[src/rtl/ps2_pkg.sv]
// Shared PS/2 definitions: host transmitter state encoding, timing defaults,
// keyboard command bytes and the frame parity helper.
package ps2_pkg;

    localparam int INHIBIT_CYC_DEF = 5000;
    localparam int TIMEOUT_CYC_DEF = 1000000;

    localparam logic [7:0] CMD_SET_LED = 8'hED;
    localparam logic [7:0] CMD_RESET   = 8'hFF;

    localparam logic [2:0] ST_IDLE     = 3'd0;
    localparam logic [2:0] ST_INHIBIT  = 3'd1;
    localparam logic [2:0] ST_RTS      = 3'd2;
    localparam logic [2:0] ST_SHIFT    = 3'd3;
    localparam logic [2:0] ST_ACK      = 3'd4;
    localparam logic [2:0] ST_WAIT_REL = 3'd5;

    function automatic logic odd_parity(input logic [7:0] b);
        return ~^b;
    endfunction

endpackage

[src/rtl/ps2_sync_edge.sv]
// Two-flop synchronizer for an asynchronous PS/2 line plus a falling-edge
// strobe; shared between the host transmitter and the keyboard receiver.
module ps2_sync_edge (
    input  logic clk_i,
    input  logic rst_ni,
    input  logic line_i,
    output logic sync_o,
    output logic fall_o
);

    logic meta_q, sync_q, prev_q;

    // Idle PS/2 lines float high, so the chain resets to 1 to avoid a false edge.
    always_ff @(posedge clk_i) begin
        if (!rst_ni) begin
            meta_q <= 1'b1;
            sync_q <= 1'b1;
            prev_q <= 1'b1;
        end else begin
            meta_q <= line_i;
            sync_q <= meta_q;
            prev_q <= sync_q;
        end
    end

    assign sync_o = sync_q;
    assign fall_o = prev_q & ~sync_q;

endmodule

[src/rtl/ps2_host_tx.sv]
// PS/2 host-to-device transmitter: inhibits the clock, issues request-to-send,
// shifts a command byte out on device clock edges and checks the ack bit.
module ps2_host_tx
    import ps2_pkg::*;
#(
    parameter int INHIBIT_CYC = INHIBIT_CYC_DEF,
    parameter int TIMEOUT_CYC = TIMEOUT_CYC_DEF
) (
    input  logic       clkin,
    input  logic       rst,
    input  logic       kbclk,
    input  logic       kbdata,
    input  logic       tx_start,
    input  logic [7:0] tx_data,
    output logic       kbclk_oe,
    output logic       kbdata_oe,
    output logic       busy,
    output logic       done,
    output logic       err
);

    localparam int IW = $clog2(INHIBIT_CYC + 1);
    localparam int TW = $clog2(TIMEOUT_CYC + 1);
    localparam logic [IW-1:0] INH_LAST = IW'(INHIBIT_CYC - 1);
    localparam logic [TW-1:0] TO_LAST  = TW'(TIMEOUT_CYC - 1);
    localparam logic [TW-1:0] TO_MAX   = TW'(TIMEOUT_CYC);

    logic          clk_sync, clk_fall;
    logic          dat_meta_q, dat_sync_q;
    logic [2:0]    state_q, state_d;
    logic [IW-1:0] inh_q, inh_d;
    logic [TW-1:0] to_q, to_d;
    logic [3:0]    bit_q, bit_d;
    logic [9:0]    frame_q, frame_d;
    logic          clk_oe_q, clk_oe_d;
    logic          dat_oe_q, dat_oe_d;
    logic          done_q, done_d;
    logic          err_q, err_d;
    logic          active;

    ps2_sync_edge u_clk_sync (
        .clk_i  (clkin),
        .rst_ni (rst),
        .line_i (kbclk),
        .sync_o (clk_sync),
        .fall_o (clk_fall)
    );

    always_ff @(posedge clkin) begin
        if (!rst) begin
            dat_meta_q <= 1'b1;
            dat_sync_q <= 1'b1;
        end else begin
            dat_meta_q <= kbdata;
            dat_sync_q <= dat_meta_q;
        end
    end

    always_comb begin
        state_d  = state_q;
        inh_d    = inh_q;
        to_d     = to_q;
        bit_d    = bit_q;
        frame_d  = frame_q;
        clk_oe_d = clk_oe_q;
        dat_oe_d = dat_oe_q;
        done_d   = 1'b0;
        err_d    = 1'b0;
        active   = (state_q == ST_RTS) || (state_q == ST_SHIFT) ||
                   (state_q == ST_ACK) || (state_q == ST_WAIT_REL);

        if (active) begin
            to_d = (to_q == TO_MAX) ? to_q : to_q + 1'b1;
        end

        case (state_q)
            ST_IDLE: begin
                // A start landing in a done/err pulse cycle belongs to the old transfer.
                if (tx_start && !done_q && !err_q) begin
                    frame_d  = {1'b1, odd_parity(tx_data), tx_data};
                    inh_d    = '0;
                    bit_d    = '0;
                    clk_oe_d = 1'b1;
                    dat_oe_d = 1'b0;
                    state_d  = ST_INHIBIT;
                end
            end
            ST_INHIBIT: begin
                if (inh_q == INH_LAST) begin
                    clk_oe_d = 1'b0;
                    dat_oe_d = 1'b1;
                    to_d     = '0;
                    state_d  = ST_RTS;
                end else begin
                    inh_d = inh_q + 1'b1;
                end
            end
            ST_RTS: state_d = ST_SHIFT;
            ST_SHIFT: begin
                // frame_q holds data LSB first, then parity, then the stop bit.
                if (clk_fall) begin
                    dat_oe_d = ~frame_q[bit_q];
                    if (bit_q == 4'd9) begin
                        state_d = ST_ACK;
                    end else begin
                        bit_d = bit_q + 4'd1;
                    end
                end
            end
            ST_ACK: begin
                if (clk_fall) begin
                    if (!dat_sync_q) begin
                        state_d = ST_WAIT_REL;
                    end else begin
                        err_d   = 1'b1;
                        state_d = ST_IDLE;
                    end
                end
            end
            ST_WAIT_REL: begin
                if (clk_sync && dat_sync_q) begin
                    done_d  = 1'b1;
                    state_d = ST_IDLE;
                end
            end
            default: state_d = ST_IDLE;
        endcase

        // Timeout overrides whatever the protocol step decided this cycle.
        if (active && (to_q == TO_LAST)) begin
            clk_oe_d = 1'b0;
            dat_oe_d = 1'b0;
            done_d   = 1'b0;
            err_d    = 1'b1;
            state_d  = ST_IDLE;
        end
    end

    always_ff @(posedge clkin) begin
        if (!rst) begin
            state_q  <= ST_IDLE;
            inh_q    <= '0;
            to_q     <= '0;
            bit_q    <= '0;
            clk_oe_q <= 1'b0;
            dat_oe_q <= 1'b0;
            done_q   <= 1'b0;
            err_q    <= 1'b0;
        end else begin
            state_q  <= state_d;
            inh_q    <= inh_d;
            to_q     <= to_d;
            bit_q    <= bit_d;
            clk_oe_q <= clk_oe_d;
            dat_oe_q <= dat_oe_d;
            done_q   <= done_d;
            err_q    <= err_d;
        end
    end

    always_ff @(posedge clkin) begin
        frame_q <= frame_d;
    end

    assign kbclk_oe  = clk_oe_q;
    assign kbdata_oe = dat_oe_q;
    assign busy      = (state_q != ST_IDLE);
    assign done      = done_q;
    assign err       = err_q;

endmodule

[config.mk]
export PLATFORM = sky130hd
export DESIGN_NAME = ps2_host_tx
export DESIGN_NICKNAME = d
export VERILOG_FILES = /design/src/rtl/ps2_pkg.sv /design/src/rtl/ps2_sync_edge.sv /design/src/rtl/ps2_host_tx.sv
export SDC_FILE = /design/constraint.sdc
export NUM_CORES = 1
export LEC_CHECK = 0
export BUFFER_PORTS_ARGS = -buffer_cell sky130_fd_sc_hd__buf_2
export CORE_MARGIN = 3
export CORE_UTILIZATION = 50
export CTS_BUF_LIST = sky130_fd_sc_hd__clkbuf_2 sky130_fd_sc_hd__clkbuf_4 sky130_fd_sc_hd__clkbuf_8
export DETAILED_ROUTE_END_ITERATION = 12
export GPL_ROUTABILITY_DRIVEN = 0
export PLACE_DENSITY = 0.66
export SYNTH_ARGS = -nofsm -noshare
export SYNTH_HDL_FRONTEND = slang
export SYNTH_SLANG_ARGS = --single-unit
[constraint.sdc]
create_clock -name clkin -period 2.1 [get_ports clkin]
set_input_delay 0.21 -clock clkin [delete_from_list [all_inputs] [get_ports clkin]]
set_output_delay 0.21 -clock clkin [all_outputs]
set_load 0.005 [all_outputs]
==> summary.txt <==
Worst setup path
  – Crit-path cells: or4_4 > or4_4 > o41ai_4 > mux2i_1 > nor2_1
  – Setup CP Type: reg2reg
  – Worst EP arrival: 2300 ps
  – Critical Path Fanout Max: 3
  – Setup crit start: to_q[13]
  – Critical R2R Launch: to_q[13]
  – Worst R2R End: to_q[1]
  – CP endpoint: to_q[1]
  – Worst path most repeated cell: or4_4
  – Worst endpoint required time: 2320 ps
  – Startpoint Class: register
  – R2r setup slk: 10 ps
  – Slowest cell on crit path: or4_4
  – Setup crit end kind: register
  – Max incr delay on CP: 570 ps
  – R2R depth: 5

STA
  – Slew Limit Fails: 0
  – Min Hold Slack: 59.17 ps
  – Tcrit/Tclk final: 99.39%
  – Slew HR: 69.76%
  – Max Freq: 479.1 MHz
  – Final setup vio count: 0
  – Clk_skew: 10.23 ps
  – Slew at the pin closest to its max-slew limit: 452.5 ps
  – Final min period: 2087 ps
  – TNS Setup: 0 ps
  – Final Hold Viols: 0
  – RSZ-0062 raised after global routing: true
  – Setup WS post-layout: 12.90 ps

CTS
  – TritonCTS clock tree: done
  – Clk slew on worst S/H paths: 60 ps
  – Number of buffers created by CTS: 9
  – Clock Latency Late Sink: 340 ps
  – Root Buffer: clkbuf_8
  – H-tree levels: 3
  – Maximum clock path buffer count: 2
  – CTS hold repair buffers: 0
  – Sink Count: 58

Global route
  – First-pass GRT wire length: 9.418 mm
  – GR Layer Usage met3: 6.278%
  – Total congestion overflow: 0
  – Largest net degree at the start of global routing: 21
  – Met1 usage: 23.38%
  – Vias in the first global route: 2117
  – GRT met2 Usage: 30.96%
  – Initial antenna violation count: 0
  – GRT Overall Usage: 18.94%
  – Most Crowded Layer GR: met2

Placed design
  – # port buffers: 17
  – DP HPWL: 3.878 mm
  – Dpl ws: -52.10 ps

Floorplan
  – Die Height: 80.54 um
  – Die W: 80.54 um
  – Std cell rows: 26
  – Die Footprint: 6486 um2
  – Core area: 5238 um2
  – Boundary Pins: 18
  – Starting Density: 53.03%

Power
  – LEAKAGE: 1.184 nW
  – Power Density: 907.0 nW/um2
  – Peak supply drop: 0.0005052 V
  – Pwr Total: 0.002969 W

Flow run
  – Max-Cap Viols: 0

Route
  – Post-route ant nets: 0
  – Vias: 2201
  – WL final: 5.480 mm
  – DR pass1 iterations: 4
  – WL per Instance: 13.46 um
  – Initial drt markers: 95
  – Via density: 5.408
  – DRC Markers: 0

Yosys
  – Synthesized area: 2778 um2
  – Syn Area/Cell: 9.384 um2
  – Cells after synthesis: 296
  – Ys async rst share: 0%
  – Post-synth EDFFs: 9
  – Synth cell count leaders: dfxtp_1, nor2_1, xnor2_1, nand2_1, nand3_1
  – Synth top area share: 35.32%
  – Most frequent cell after synthesis: dfxtp_1
  – Yosys reg bits: 58
  – YS warnings: 0
  – Synth area leaders: dfxtp_1, edfxtp_1, xnor2_1
  – Post-synth top area cell: dfxtp_1
  – Distinct cells, synth: 47
  – Register area share after synthesis: 45.05%
  – Synthesized Nets: 314
  – Ys flop type: dfxtp_1

Hold path
  – Hold/Removal Path Class: in2reg

Outcome
  – Outcome: finished, final reports clean

Layout
  – P&R area growth vs syn: 17.84%
  – Util after Layout: 62.49%
  – Ant diodes: 0
  – Fill count: 483
  – Nets@finish: 350
  – Share of cells above drive strength 1: 19.58%
## sequential cells by signal, summed over array words and instances (netlist names)
name	count
done	1
frame_q	9
kbdata_oe	1
u_clk_sync.sync_o	1
bit_q	4
dat_meta_q	1
dat_sync_q	1
u_clk_sync.meta_q	1
err	1
inh_q	13
state_q	3
u_clk_sync.prev_q	1
kbclk_oe	1
to_q	20
## cell families (layout without fill, tap and decap cells)
| logic type | after synthesis | count (layout) | share of synthesized area [%] |
|---|---|---|---|
| buffers and inverters | 17 | 58 | 2.342 |
| muxes | 7 | 7 | 3.468 |
| DFF | 58 | 58 | 45.05 |
| adders and majority gates | 5 | 5 | 2.252 |
| and+or+nand+nor | 140 | 140 | 26.71 |
| xor gates and xnor gates | 36 | 36 | 11.35 |
| AOI/OAI and AO/OA | 33 | 33 | 8.829 |
## power by group
group          internal (W)  switching [W]  total (W)
clock              0.000674       0.000429    0.00110
combinational      0.000264       0.000315   0.000579
sequential          0.00123      0.0000551    0.00129
## critical path: cells and delay by family, from the launching register on
kind	cells	cell delay (ps)
AO/OA/AOI/OAI	1	310
multiplexers	1	220
flip-flops	1	320
AND/OR/NAND/NOR	3	1130
## cell usage in the layout, fill, tap and decap left out, types with 10 or more instances in the layout
cell,count
nand2b_1,10
nand2_1,20
buf_4,17
nor3_1,12
nand3_1,13
dfxtp_1,48
xnor2_1,25
buf_2,17
nor2_1,39
xor2_1,11
## through the flow
stage | instance area (um2) | std cells
finish | 3273 | 407
global route | 3273 | 407
CTS | 3257 | 407
detailed placement | 3043 | 391
global placement | 3043 | 391
floorplan | 2778 | 296
## area by class of cell
class | count | area (um2) | share of cell area [%]
well taps | 70 | 87.58 | 2.676
inverters | 8 | 30.03 | 0.9174
flip-flops and latches | 58 | 1252 | 38.26
clock inverters | 6 | 82.58 | 2.523
repair buffers | 34 | 212.7 | 6.498
multi-input cells | 221 | 1476 | 45.11
clock buffers | 10 | 131.4 | 4.014
## worst min-delay path by stage
stage / startpoint / to / slack [ps] / cells past startpoint
floorplan: tx_data[0] / frame_q[0] / 310 / 0
global placement: dat_meta_q / dat_sync_q / 390 / 1
detailed placement: dat_meta_q / dat_sync_q / 400 / 1
CTS: kbclk / u_clk_sync.meta_q / 30 / 2
global route: kbclk / u_clk_sync.meta_q / 50 / 2
finish: kbdata / dat_meta_q / 60 / 2
## routing by layer
metal | vias up | wire length, um
met1 | 1051 | 2580
li1 | 1117 | -
met5 | - | 0
met2 | 29 | 2694
met4 | 0 | 42
met3 | 4 | 162
## timing repair
| action | in CTS | in global routing |
|---|---|---|
| pin swaps | 1 | 1 |
| gates resized for setup | 0 | 4 |
| setup endpoints to repair | 3 | 6 |
| buffers inserted | 0 | 0 |
No activity file was read; power rests on OpenSTA's default activity.
